===== src/rtl/mcycle_ctrl_if.sv =====
// Purpose: request/result bundle between the pipeline and the multi-cycle mul/div sequencer.
// Latency: none, plain wires.
// Backpressure: Busy from the slave stalls the requester; there is no other flow control.
interface mcycle_ctrl_if #(
    parameter int WIDTH = 32
);
    logic             MStart;
    logic [1:0]       MCycleOp;
    logic [WIDTH-1:0] Operand1;
    logic [WIDTH-1:0] Operand2;
    logic [WIDTH-1:0] Result1;
    logic [WIDTH-1:0] Result2;
    logic             Busy;
    logic             Done;

    modport master (
        output MStart, MCycleOp, Operand1, Operand2,
        input  Result1, Result2, Busy, Done
    );

    modport slave (
        input  MStart, MCycleOp, Operand1, Operand2,
        output Result1, Result2, Busy, Done
    );
endinterface


===== src/rtl/mcycle_ctrl.sv =====
// Purpose: iterative shift-add multiply / restoring divide, signed or unsigned, one bit per cycle.
// Latency: WIDTH+1 cycles from the MStart cycle to the Done pulse, for every op.
// Backpressure: Busy is raised combinationally in the start cycle and held through COMPUTE.
module mcycle_ctrl #(
    parameter int WIDTH = 32
) (
    input  logic        CLK,
    input  logic        Reset,
    mcycle_ctrl_if.slave bus
);
    localparam int CW = (WIDTH > 1) ? $clog2(WIDTH) : 1;

    typedef enum logic [1:0] {IDLE, COMPUTE, DONE} state_t;

    state_t             state, state_nxt;
    logic [CW-1:0]      cnt;
    logic               op_div;     // latched op class: 1 = divide
    logic               neg_q;      // product/quotient must be negated
    logic               neg_r;      // remainder takes the dividend's (negative) sign
    logic               div0;       // divisor was zero
    logic [WIDTH-1:0]   mreg;       // multiplicand or divisor magnitude
    logic [2*WIDTH-1:0] acc;        // mul: {partial product, multiplier}; div: {remainder, dividend/quotient}
    logic [2*WIDTH-1:0] acc_nxt;
    logic [WIDTH-1:0]   res1, res2;
    logic [WIDTH-1:0]   fin1, fin2;

    logic               start, last;
    logic               sgn, s1, s2;
    logic [WIDTH-1:0]   mag1, mag2;
    logic [WIDTH:0]     sum;
    logic [WIDTH:0]     shifted;
    logic [WIDTH+1:0]   diff;
    logic [2*WIDTH-1:0] prod;

    assign start = ((state == IDLE) || (state == DONE)) && bus.MStart;
    assign last  = (state == COMPUTE) && (cnt == CW'(WIDTH - 1));

    // Operand magnitudes and signs, only meaningful in the start cycle
    assign sgn  = bus.MCycleOp[0];
    assign s1   = sgn & bus.Operand1[WIDTH-1];
    assign s2   = sgn & bus.Operand2[WIDTH-1];
    assign mag1 = s1 ? -bus.Operand1 : bus.Operand1;
    assign mag2 = s2 ? -bus.Operand2 : bus.Operand2;

    // Busy must drop the instant Reset is asserted, even with MStart still high
    assign bus.Busy    = (start || (state == COMPUTE)) && !Reset;
    assign bus.Done    = (state == DONE);
    assign bus.Result1 = res1;
    assign bus.Result2 = res2;

    // State register
    always_ff @(posedge CLK or posedge Reset) begin
        if (Reset) state <= IDLE;
        else       state <= state_nxt;
    end

    // Next-state: DONE is a one-cycle stop unless a new start arrives in it
    always_comb begin
        state_nxt = state;
        case (state)
            IDLE:    if (start) state_nxt = COMPUTE;
            COMPUTE: if (last)  state_nxt = DONE;
            DONE:    state_nxt = start ? COMPUTE : IDLE;
            default: state_nxt = IDLE;
        endcase
    end

    // One iteration of the unsigned core on the magnitudes
    always_comb begin
        acc_nxt = acc;
        sum     = '0;
        shifted = '0;
        diff    = '0;
        if (!op_div) begin
            sum = {1'b0, acc[2*WIDTH-1:WIDTH]} + {1'b0, mreg};
            if (acc[0]) acc_nxt = {sum, acc[WIDTH-1:1]};
            else        acc_nxt = {1'b0, acc[2*WIDTH-1:1]};
        end else begin
            shifted = {acc[2*WIDTH-1:WIDTH], acc[WIDTH-1]};
            diff    = {1'b0, shifted} - {2'b00, mreg};
            if (!diff[WIDTH+1]) acc_nxt = {diff[WIDTH-1:0], acc[WIDTH-2:0], 1'b1};
            else                acc_nxt = {shifted[WIDTH-1:0], acc[WIDTH-2:0], 1'b0};
        end
    end

    // Sign fix-up and divide-by-zero override applied to the final iteration
    always_comb begin
        prod = neg_q ? -acc_nxt : acc_nxt;
        fin1 = prod[WIDTH-1:0];
        fin2 = prod[2*WIDTH-1:WIDTH];
        if (op_div) begin
            fin1 = div0  ? '1 : (neg_q ? -acc_nxt[WIDTH-1:0] : acc_nxt[WIDTH-1:0]);
            fin2 = neg_r ? -acc_nxt[2*WIDTH-1:WIDTH] : acc_nxt[2*WIDTH-1:WIDTH];
        end
    end

    // Operand latch, iteration and result write-back
    always_ff @(posedge CLK or posedge Reset) begin
        if (Reset) begin
            cnt    <= '0;
            op_div <= 1'b0;
            neg_q  <= 1'b0;
            neg_r  <= 1'b0;
            div0   <= 1'b0;
            mreg   <= '0;
            acc    <= '0;
            res1   <= '0;
            res2   <= '0;
        end else if (start) begin
            cnt    <= '0;
            op_div <= bus.MCycleOp[1];
            neg_q  <= s1 ^ s2;
            neg_r  <= s1;
            div0   <= bus.MCycleOp[1] && (bus.Operand2 == '0);
            mreg   <= bus.MCycleOp[1] ? mag2 : mag1;
            acc    <= {{WIDTH{1'b0}}, (bus.MCycleOp[1] ? mag1 : mag2)};
        end else if (state == COMPUTE) begin
            cnt <= cnt + CW'(1);
            acc <= acc_nxt;
            if (last) begin
                res1 <= fin1;
                res2 <= fin2;
            end
        end
    end
endmodule


===== src/flat_wrapper.sv =====
// flat-port wrapper written by rule: the top's interface ports become plain ports
module mcycle_ctrl_flat 
#(
    parameter int WIDTH = 32
)
  (CLK, Reset, bus_MStart, bus_MCycleOp, bus_Operand1, bus_Operand2, bus_Result1, bus_Result2, bus_Busy, bus_Done);
  mcycle_ctrl_if #(.WIDTH(WIDTH)) bus_i ();
  input  logic CLK;
  input  logic Reset;
  input wire logic [$bits(bus_i.MStart)-1:0] bus_MStart;
  input wire logic [$bits(bus_i.MCycleOp)-1:0] bus_MCycleOp;
  input wire logic [$bits(bus_i.Operand1)-1:0] bus_Operand1;
  input wire logic [$bits(bus_i.Operand2)-1:0] bus_Operand2;
  output wire logic [$bits(bus_i.Result1)-1:0] bus_Result1;
  output wire logic [$bits(bus_i.Result2)-1:0] bus_Result2;
  output wire logic [$bits(bus_i.Busy)-1:0] bus_Busy;
  output wire logic [$bits(bus_i.Done)-1:0] bus_Done;
  assign bus_i.MStart = bus_MStart;
  assign bus_i.MCycleOp = bus_MCycleOp;
  assign bus_i.Operand1 = bus_Operand1;
  assign bus_i.Operand2 = bus_Operand2;
  assign bus_Result1 = bus_i.Result1;
  assign bus_Result2 = bus_i.Result2;
  assign bus_Busy = bus_i.Busy;
  assign bus_Done = bus_i.Done;
  mcycle_ctrl #(.WIDTH(WIDTH)) u_core (.CLK(CLK), .Reset(Reset), .bus(bus_i));
endmodule

===== config.mk =====
export PLATFORM = sky130hd
export DESIGN_NAME = mcycle_ctrl_flat
export DESIGN_NICKNAME = d
export VERILOG_FILES = /design/src/rtl/mcycle_ctrl_if.sv /design/src/rtl/mcycle_ctrl.sv /design/src/flat_wrapper.sv
export SDC_FILE = /design/constraint.sdc
export NUM_CORES = 1
export LEC_CHECK = 0
export CAP_MARGIN = 20
export CORE_UTILIZATION = 38
export DETAILED_ROUTE_END_ITERATION = 10
export PLACE_DENSITY_LB_ADDON = 0.15
export SLEW_MARGIN = 20
export SYNTH_ARGS = -nofsm -noshare
export SYNTH_HDL_FRONTEND = slang
export SYNTH_SLANG_ARGS = --single-unit

===== constraint.sdc =====
create_clock -name CLK -period 11.6 [get_ports CLK]
set_input_delay 1.16 -clock CLK [delete_from_list [all_inputs] [get_ports CLK]]
set_output_delay 1.16 -clock CLK [all_outputs]
set_load 0.02 [all_outputs]

# After elaboration in Yosys (flattened, before gate mapping)
# Index checks and enable logic that the tools add are counted.
# op_classes
add_sub_neg,8
n_eq_ne,5
mux,21
bitwise_logic,4
n_reduce_logical,12
# op_table
op,count
64-bit 2-to-1 mux,6
32-bit 2-to-1 mux,9
32-bit negator,4
64-bit negator,1
33-bit by 32-bit subtractor with 34-bit output,1
32-bit by 32-bit adder with 33-bit output,1
32-bit zero test,1
5-bit 2-to-1 mux,2
2-bit one-hot mux with 3 select lines,1
"5-bit by 1-bit adder with 5-bit output, second input constant",1
"5-bit == test, second input constant",1
1-bit logical AND,4
2-bit 2-to-1 mux,2
"2-bit by 1-bit != test with 1-bit output, second input constant",2
3-bit AND reduction,1
1-bit AND,2
"2-bit by 1-bit == test with 1-bit output, second input constant",1
"2-bit == test, second input constant",1
2-bit zero test,1
1-bit logical OR,2
2-bit AND reduction,1
2-bit nonzero test,1
1-bit zero test,1
1-bit 2-to-1 mux,1
other kinds (2),2
# totals
ff_bits,171
input_bits,69
output_inout_bits,66
elab_cells,60

# Longest topological paths before layout
# logic_depth
word_depth,7
mapped_depth,22

# Worst setup path before layout
# Ideal clock, no wire load.
# synth_timing
kind,register to register
startpoint,register u_core.mreg[1]
endpoint,"register u_core.res2[24], in the netlist u_core.bus.Result2[24]"
arrival_ps,5449
required_ps,11470
slack_ps,6022
stages_incl_launch_ff,22
n_path_buf,2
synth_period_minus_slack_ps,5578
cell_sequence,dfrtp_1 > inv_1 > ha_1 > nor2b_1 > o31a_1 > o311a_1 > o31ai_4 > clkbuf_1 > a41o_1 > ha_1 > o21ai_1 > or4_4 > or4_4 > or2_4 > or3_4 > or2_4 > and2_4 > buf_6 > or3_1 > o41ai_2 > xnor2_1 > o21ai_1
# synth_between
elab_chain_cells,6
# synth_rtl
element,line,text
"start, declared",mcycle_ctrl.sv:21,logic [WIDTH-1:0] mreg;
"start signal, assigned",mcycle_ctrl.sv:115,mreg <= bus.MCycleOp[1] ? mag2 : mag1;
33-bit by 32-bit subtractor with 34-bit output or 32-bit by 32-bit adder with 33-bit output (tied branches),"mcycle_ctrl.sv:80, mcycle_ctrl.sv:75",
"64-bit 2-to-1 mux, on equally long branches","mcycle_ctrl.sv:81, mcycle_ctrl.sv:76",
64-bit 2-to-1 mux *,mcycle_ctrl.sv:74,if (!op_div) begin
64-bit negator or 32-bit negator (tied branches),"mcycle_ctrl.sv:88, mcycle_ctrl.sv:93",
64-bit 2-to-1 mux or 32-bit 2-to-1 mux (tied branches),"mcycle_ctrl.sv:88, mcycle_ctrl.sv:93",
32-bit 2-to-1 mux *,mcycle_ctrl.sv:91,if (op_div) begin
"end signal, assigned",mcycle_ctrl.sv:122,res2 <= fin2;
"end, declared",mcycle_ctrl.sv:24,"logic [WIDTH-1:0] res1, res2;"
# Mark *: on every way between the ends. The rest lies on a longest branch, timed or not.
# A chain may end at the register's enable or synchronous reset.

# Worst setup path in the final report
# layout_timing
startpoint,register u_core.acc[37]
endpoint,"register u_core.res2[24], in the netlist u_core.bus.Result2[24]"
# layout_between
elab_chain_cells,6
# layout_rtl
element,line,text
"start, declared",mcycle_ctrl.sv:22,logic [2*WIDTH-1:0] acc;
"start signal, assigned",mcycle_ctrl.sv:116,"acc <= {{WIDTH{1'b0}}, (bus.MCycleOp[1] ? mag1 : mag2)};"
"start signal, assigned",mcycle_ctrl.sv:119,acc <= acc_nxt;
33-bit by 32-bit subtractor with 34-bit output or 32-bit by 32-bit adder with 33-bit output (tied branches),"mcycle_ctrl.sv:80, mcycle_ctrl.sv:75",
"64-bit 2-to-1 mux, on equally long branches","mcycle_ctrl.sv:81, mcycle_ctrl.sv:76",
64-bit 2-to-1 mux *,mcycle_ctrl.sv:74,
64-bit negator or 32-bit negator (tied branches),"mcycle_ctrl.sv:88, mcycle_ctrl.sv:93",
64-bit 2-to-1 mux or 32-bit 2-to-1 mux (tied branches),"mcycle_ctrl.sv:88, mcycle_ctrl.sv:93",
32-bit 2-to-1 mux *,mcycle_ctrl.sv:91,
# Marked as above.

==> summary.md <==
| Metric | Value |
|---|---|
| Synth area leader | dfrtp_1 |
| Ys async rst share | 100% |
| Max_cap viols | 0 |
| Reg2Reg Launch Point | u_core.acc[37]$_DFFE_PP0N_ |
| Finished Cell Area | 18100 um2 |
| HPWL after DPL | 46900 um |
| Total GRT Usage | 29.0% |
| RSZ-0062 raised after global routing | false |
| CP Launch Type | register |
| Netlist cell types | 89 |
| Worst EP arrival | 6.53 ns |
| Initial cell density of the core | 38.5% |
| Setup TNS | 0 ns |
| Register bit total from synthesis | 171 |
| Clock root buffer | clkbuf_16 |
| Via Count | 16100 |
| Dpl cell area | 17500 um2 |
| Sink Count | 171 |
| Syn Inst Count | 2027 |
| Global-route wire length before repair | 92300 um |
| Post-CTS Repair Setup Buffers | 0 |
| Post-CTS sizing | 0 |
| Routed wire per std cell | 22.9 um |
| Final hold violations | 0 |
| YS warnings | 0 |
| Dpl ws | 5.49 ns |
| Drt pass-1 iters | 7 |
| DIE HEIGHT | 205 um |
| CTS clk-pin slew, worst paths | 0.08 ns |
| Syn Area/Cell | 7.73 um2 |
| Via density | 6.07 |
| CTS H-tree depth | 4 |
| Drc violations | 0 |
| Fmax | 162 MHz |
| Worst flop-to-flop path endpoint | u_core.bus.Result2[24]$_DFFE_PP0P_ |
| Setup CP Type | register to register |
| Critical Path Source | u_core.acc[37]$_DFFE_PP0N_ |
| Final nets | 2240 |
| Slew @ Worst Pin | 1.02 ns |
| Die width | 205 um |
| Ranking of synthesized cells by area | dfrtp_1, a21oi_1, nand2_1 |
| Most common cell after layout, fill and taps aside | nand2_1 |
| Final setup fails | 0 |
| CTS Hold Buffers Added | 0 |
| DRT iter0 DRCs | 1575 |
| Initial antenna violation count | 3 |
| I/O pins | 135 |
| Antenna viol nets, final | 0 |
| CTS tree | yes |
| Period utilization | 53.4% |
| Top cell type's share of synthesized area | 27.3% |
| Proportion of layout cells with a drive suffix above 1 | 5.40% |
| # port buffers | 134 |
| Hold/Removal Path Class | register to register |
| Relative slew slack | 31.8% |
| Die Area | 42000 um2 |
| Ys flop type | dfrtp_1 |
| Total CTS buffers | 17 |
| Register area share after synthesis | 27.3% |
| Area Growth Syn to Fin | 15.7% |
| CORE AREA | 40700 um2 |
| Largest net degree at the start of global routing | 100 |
| Vias in the first global route | 15300 |
| Core Util, Final | 44.5% |
| WL final | 60700 um |
| Max Fanout on Critical Path | 14 |
| CP required | 11.94 ns |
| Outcome | completed |
| CP endpoint kind | register |
| Worst-skew pair later-pin latency | 0.47 ns |
| Synth Net Count | 2168 |
| Total grt overflow | 0 |
| Clock skew | 0.0145 ns |
| Final setup margin | 5.41 ns |
| Most frequent cells in the layout | nand2_1, a21oi_1, o21ai_0 |
| Mapped Area | 15700 um2 |
| R2r worst-path depth | 18 |
| Register-to-register setup slack | 5.41 ns |
| Final RePlAce weighted congestion | 0.962 |
| Min cycle time layout | 6.19 ns |
| Number of synthesized flops with an enable pin | 0 |
| Slew Viols, Final | 0 |
| Rows | 74 |
| Critical path endpoint | u_core.bus.Result2[24]$_DFFE_PP0P_ |
| Clock Tree Buf Depth | 2 |
registers in the layout, indices dropped and copies added (netlist names):
signal / count
u_core.div0: 1
u_core.neg_r: 1
u_core.mreg: 32
u_core.state: 2
u_core.neg_q: 1
u_core.cnt: 5
u_core.bus.Result1: 32
u_core.acc: 64
u_core.op_div: 1
u_core.bus.Result2: 32
routing by layer:
| layer | vias to the layer above | wire length, um | GRT usage (%) | part of all wire, % |
|---|---|---|---|---|
| met5 | - | 13 | 0 | 0.021 |
| met2 | 502 | 29200 | 49.2 | 48 |
| met4 | 2 | 2030 | 10.2 | 3.3 |
| li1 | 7591 | - | - | - |
| met3 | 87 | 2670 | 3.87 | 4.4 |
| met1 | 7881 | 26800 | 37.6 | 44 |
Yosys cell counts, types with 16 or more instances:
master / n
o31ai_1: 37
nor4_1: 24
nor2_1: 151
a31oi_1: 23
a22o_1: 25
nor2b_1: 20
ha_1: 70
dfrtp_1: 171
nor3_1: 55
o21ai_0: 172
xnor2_1: 87
a211oi_1: 31
nand3_1: 36
a21oi_1: 189
and2_1: 16
clkbuf_1: 86
nand2b_1: 22
o21a_1: 18
or3_1: 16
buf_1: 17
xor2_1: 58
a21o_1: 27
nand4_1: 28
o211ai_1: 50
nand2_1: 248
inv_1: 69
mux2i_1: 52
layout make-up:
type                            instances  area [um2]
Tap cell                              532         666
Multi-Input combinational cell       1673       10700
Clock buffer                           17         425
Clock inverter                         15         201
Timing Repair Buffer                  164        1560
Sequential cell                       171        4280
Fill cell                            4137       22600
Antenna cell                            1        2.50
Inverter                               72         275
through the flow:
step / hold WS, ns / instances
floorplan: 0.449 / 2027
global placement: 0.468 / 2612
detailed placement: 0.470 / 2612
CTS: 0.486 / 2644
global route: 0.520 / 2645
finish: 0.476 / 2645
worst max-delay path: stages, from the launching register on:
cell and delay (ns):
dfrtp_1 0.45, ha_1 0.38, a211oi_1 0.33, o21bai_1 0.19, and2_1 0.27, o31ai_4 0.68
a41o_1 0.47, ha_1 0.25, o21ai_1 0.12, or4_4 0.52, or4_4 0.43, or2_4 0.25
or3_4 0.34, or2_4 0.27, and2_4 0.20, or3_1 0.39, o41ai_2 0.25, xnor2_1 0.17
o21ai_1 0.07
worst min-delay path by stage:
stage | slack [ns] | from | cells past startpoint | to
3_3_place_gp | 0.47 | u_core.bus.Result2[9]$_DFFE_PP0P_ | 2 | u_core.bus.Result2[9]$_DFFE_PP0P_
4_1_cts | 0.49 | u_core.bus.Result2[11]$_DFFE_PP0P_ | 2 | u_core.bus.Result2[11]$_DFFE_PP0P_
5_1_grt | 0.52 | u_core.cnt[3]$_DFFE_PP0N_ | 1 | u_core.cnt[3]$_DFFE_PP0N_
2_1_floorplan | 0.45 | u_core.cnt[3]$_DFFE_PP0N_ | 1 | u_core.cnt[3]$_DFFE_PP0N_
6_report | 0.48 | u_core.bus.Result2[11]$_DFFE_PP0P_ | 2 | u_core.bus.Result2[11]$_DFFE_PP0P_
3_5_place_dp | 0.47 | u_core.bus.Result2[3]$_DFFE_PP0P_ | 2 | u_core.bus.Result2[3]$_DFFE_PP0P_
cell families (layout without fill, tap and decap cells):
kind of cell | count (synthesis) | after routing | synth area share, %
flops | 171 | 171 | 27.3
fa+ha+maj | 72 | 72 | 5.85
compound gates | 704 | 704 | 28.8
mux | 62 | 62 | 4.04
simple gates | 690 | 690 | 21.3
xor+xnor | 145 | 145 | 8.11
buf+inv | 183 | 268 | 4.53
other cells | 0 | 1 | 0
Power is not shown: default switching activity piles up to over one toggle a cycle in this logic, so the estimate is an artifact.
==> patch 1, RTL diff (same flow settings) <==
The 3 states of `state_t` get a one-hot encoding in 3 bits.
--- a/src/rtl/mcycle_ctrl.sv
+++ b/src/rtl/mcycle_ctrl.sv
@@ -12,3 +12,3 @@
 
-    typedef enum logic [1:0] {IDLE, COMPUTE, DONE} state_t;
+    typedef enum logic [2:0] {IDLE = 3'b001, COMPUTE = 3'b010, DONE = 3'b100} state_t;
 
Check against the original RTL: no difference found for any inputs over 10 cycles, from zero or initial values and one cycle with Reset high; not proved beyond that.
==> patch 1 against the unedited design <==
- wire length fell by 0.38%
- die area rose by 0.46%
- cell area barely moved
- sequential share of layout area rose by 0.15 points
- setup slack got worse by 0.23 ns
- clock skew rose by 0.0032 ns
- critical path depth did not move
- count of clock-buffer cells in the layout rose by 1
- core utilization fell by 0.10 points
- sequential cell count rose by 1
- synthesized area rose by 0.46%
- largest cell class unchanged
==> patch 1: results (changes against the unedited design) <==
ys_seq_area_share_pct: 27.36  # +0.041 points
reg2reg_slack_ns: 5.17  # -0.23 ns
critPathMaxStageDelay_ns: 0.88  # +0.20 ns
hpwlAfterDp_um: 46700  # -0.52%
layout-drive-gt1-share_pct: 5.219  # -0.18 points
antenna_found_initial: 2  # -1
insertedDiodeCount: 0  # -1
synth.avg_cell_area_um2: 7.607  # -1.6%
critical_path.top_delay_family: "compound AO/OA/AOI/OAI gates"
nFillCells: 4111  # -0.63%
globalplace.congestion: 0.9795  # +1.8%
finalClockSkew_ns: 0.01770  # +0.003212 ns
drt_pass1_iterations: 6  # -1
timing.rr.end: "u_core.bus.Result2[20]"
grtUsageTotal_pct: 28.94  # -0.10 points
wl_per_cell_um: 22.57  # -1.6%
drtIter0Drc: 1320  # -16%
grt_max_degree: 124  # +24%
tightestPinTransition_ns: 1.075  # +0.05145 ns
post_synth_main_area_contributors: "dfrtp_1, o21ai_0, a21oi_1"
final_nets: 2274  # +1.5%
dpl-instance-area_um2: 17500  # about the same
arrival_ns: 6.80  # +0.27 ns
crit_start: "u_core.acc[49]"
drv_slew: 0  # unchanged
syn-num-nets: 2210  # +1.9%
synth_common_cells: "nand2_1, o21ai_0, a21oi_1"
grt_pass1_wl_um: 91550  # -0.80%
post-route-period-util_pct: 55.40  # +2.0 points
wirelength_um: 60450  # -0.38%
status: "finished, final reports clean"
grt_pass1_vias: 15120  # -1.3%
yosys.cell_types.count: 99  # +11%
routed_via_density: 5.992  # -1.3%
crit_slowest_cell: "o31ai_1"
crit_fanout: 12  # -2
dp.cells: 2646  # +1.3%
io_buffers: 134  # unchanged
-- patch 1: power breakdown --
| group | internal (mW) | switching, mW | leakage [nW] |
|---|---|---|---|
| clock | 0.331 | 0.297 | 0.304 |
| combinational | 1.42 | 2.66 | 5.02 |
| sequential | 0.762 | 0.205 | 2.28 |
| total | 2.51 | 3.17 | 7.60 |
-- patch 1: worst min path at each step --
stage                            from                endpoint  slack (ns)  cells past startpoint
2_1_floorplan             u_core.div0             u_core.div0        0.45                      2
3_3_place_gp   u_core.bus.Result2[31]  u_core.bus.Result2[31]        0.47                      2
3_5_place_dp   u_core.bus.Result2[21]  u_core.bus.Result2[21]        0.47                      2
4_1_cts        u_core.bus.Result2[31]  u_core.bus.Result2[31]        0.49                      2
5_1_grt        u_core.bus.Result2[31]  u_core.bus.Result2[31]        0.51                      2
6_report       u_core.bus.Result2[27]  u_core.bus.Result2[27]        0.48                      2
-- patch 1: final cells by class --
cell class,instances,area (um^2),share of cell area [%]
multi-input cells,1705,10700,59.06
repair buffers,159,1526,8.422
well taps,532,665.6,3.673
inverters,78,297.8,1.643
clock inverters,14,192.7,1.063
clock buffers,18,429.2,2.368
flip-flops and latches,172,4309,23.77
-- patch 1: cells by family (layout without fill, tap and decap cells) --
family	Yosys count	in the layout	share of synthesized area (%)
and+or+nand+nor	734	734	22.72
xor gates and xnor gates	148	148	8.236
DFF	172	172	27.36
adders and majority gates	72	72	5.819
muxes	50	50	3.236
buffers and inverters	192	269	4.770
AOI/OAI and AO/OA	701	701	27.86
-- patch 1: layer usage --
metal / vias up / routed length (um) / share of wire (%) / GRT usage, %
met3: 108 / 3803 / 6.3 / 4.514
met1: 7712 / 25690 / 43 / 37.43
li1: 7620 / - / - / -
met4: 0 / 2611 / 4.3 / 12.20
met2: 607 / 28340 / 47 / 47.67
met5: - / 0 / 0 / 0
==> patch 2, RTL diff (same flow settings) <==
Without the edit above. `WIDTH` is set to 32 in 3 places; all go to 16.
--- a/src/rtl/mcycle_ctrl_if.sv
+++ b/src/rtl/mcycle_ctrl_if.sv
@@ -4,3 +4,3 @@
 interface mcycle_ctrl_if #(
-    parameter int WIDTH = 32
+    parameter int WIDTH = 16
 );
--- a/src/rtl/mcycle_ctrl.sv
+++ b/src/rtl/mcycle_ctrl.sv
@@ -4,3 +4,3 @@
 module mcycle_ctrl #(
-    parameter int WIDTH = 32
+    parameter int WIDTH = 16
 ) (
--- a/src/flat_wrapper.sv
+++ b/src/flat_wrapper.sv
@@ -3,3 +3,3 @@
 #(
-    parameter int WIDTH = 32
+    parameter int WIDTH = 16
 )
Ports: changed (resized bus_Operand1, bus_Operand2, bus_Result1 and bus_Result2); port bits go from 135 to 71. The function was not compared with the original's and may differ.
==> patch 2 against the unedited design <==
- sequential cell count decreased by 81
- synthesized area down 51%
- wire length down 62%
- core utilization increased by 0.84 points
- cell area is 51% lower
- clock skew down 0.0067 ns
- setup slack better by 1.6 ns
- largest cell class unchanged
- die area fell by 50%
Power is left out: the tool's default activity adds up to more than one toggle a clock period on the data nets, which glitch-free logic cannot reach.
==> patch 2: results (changes against the unedited design) <==
status: "finished, final reports clean"
finalClockSkew_ns: 0.007759  # -0.006727 ns
synth_common_cells: "nand2_1, dfrtp_1, nor2_1, o21ai_0, a21oi_1"
regArea_um2: 2253  # -47%
buffer_area_share_pct: 8.595  # -0.020 points
clkSinkCount: 90  # -47%
setup_ws_ns: 6.985  # +1.576 ns
synth.avg_cell_area_um2: 8.037  # +4.0%
wirelength_um: 23240  # -62%
htree_levels: 3  # -1
crit_slowest_cell: "nor3_2"
nFillCells: 2004  # -52%
antenna_found_initial: 0  # -3
globalplace.congestion: 0.8828  # -8.2%
critPathMaxStageDelay_ns: 0.57  # -0.11 ns
rows: 51  # -31%
rr_worst_depth: 15  # -3
hpwlAfterDp_um: 17460  # -63%
arrival_ns: 4.84  # -1.69 ns
holdWs_ns: 0.4756  # -0.0007900 ns
rr_startpoint: "u_core.acc[18]"
multi_input_gates: 782  # -53%
hp-start: "u_core.bus.Result2[4]"
ys_seq_area_share_pct: 29.07  # +1.8 points
tightestPinTransition_ns: 1.228  # +0.2049 ns
routed_via_density: 5.748  # -5.3%
place_ws_ns: 7.068  # +1.578 ns
clock_latency_ns: 0.35  # -0.12 ns
grt_pass1_vias: 6527  # -57%
largest_register_ffs: 32  # -50%
clk_share_pct: 3.317  # -0.14 points
final_nets: 1078  # -52%
layout-drive-gt1-share_pct: 6.058  # +0.66 points
multi_input_area_share_pct: 57.47  # -1.6 points
grtUsageTotal_pct: 22.72  # -6.3 points
hold_path_end: "u_core.bus.Result2[4]"
ctsResizeCount: 0  # unchanged
yosys.cell_types.count: 90  # +1.1%
multi_input_area_um2: 5137  # -52%
num-nonclk-inverters: 40  # -44%
post_synth_main_area_contributors: "dfrtp_1, ha_1, nand2_1"
grt_max_degree: 61  # -39%
drtIter0Drc: 584  # -63%
grt_pass1_wl_um: 36160  # -61%
io_buffers: 70  # -48%
crit_fanout: 8  # -6
num_vias: 7312  # -54%
critical_path.top_delay_family: "compound AO/OA/AOI/OAI gates"
insertedDiodeCount: 0  # -1
drt_pass1_iterations: 5  # -2
dpl-instance-area_um2: 8642  # -51%
nClkBuffers: 9  # -8
buffers: 79  # -52%
dp.cells: 1256  # -52%
syn-num-nets: 1040  # -52%
critPathCapture: "u_core.bus.Result2[14]"
==> patch 2: cell types whose count changed after synthesis, sizes merged, moves of 52 or more <==
cell | before | now
a21oi | 190 | 75
dfrtp | 171 | 90
nand2 | 248 | 117
nor2 | 151 | 79
o21ai | 183 | 99
xnor2 | 87 | 35
==> patch 2: per-layer routing <==
metal	share of wire [%]	global-route usage, %
met1	50	33.76
met4	2.4	8.255
met3	4.5	1.876
met5	0	0
met2	43	34.01
==> patch 2: logic make-up (layout without fill, tap and decap cells) <==
| family | Yosys count | in the layout | synth area share, % |
|---|---|---|---|
| multiplexers | 30 | 30 | 3.924 |
| AO/OA/AOI/OAI | 323 | 323 | 28.00 |
| buffers and inverters | 92 | 135 | 4.716 |
| adder cells (fa/ha/maj) | 39 | 39 | 6.492 |
| AND/OR/NAND/NOR | 325 | 325 | 20.45 |
| XOR/XNOR | 65 | 65 | 7.348 |
| flip-flops | 90 | 90 | 29.07 |
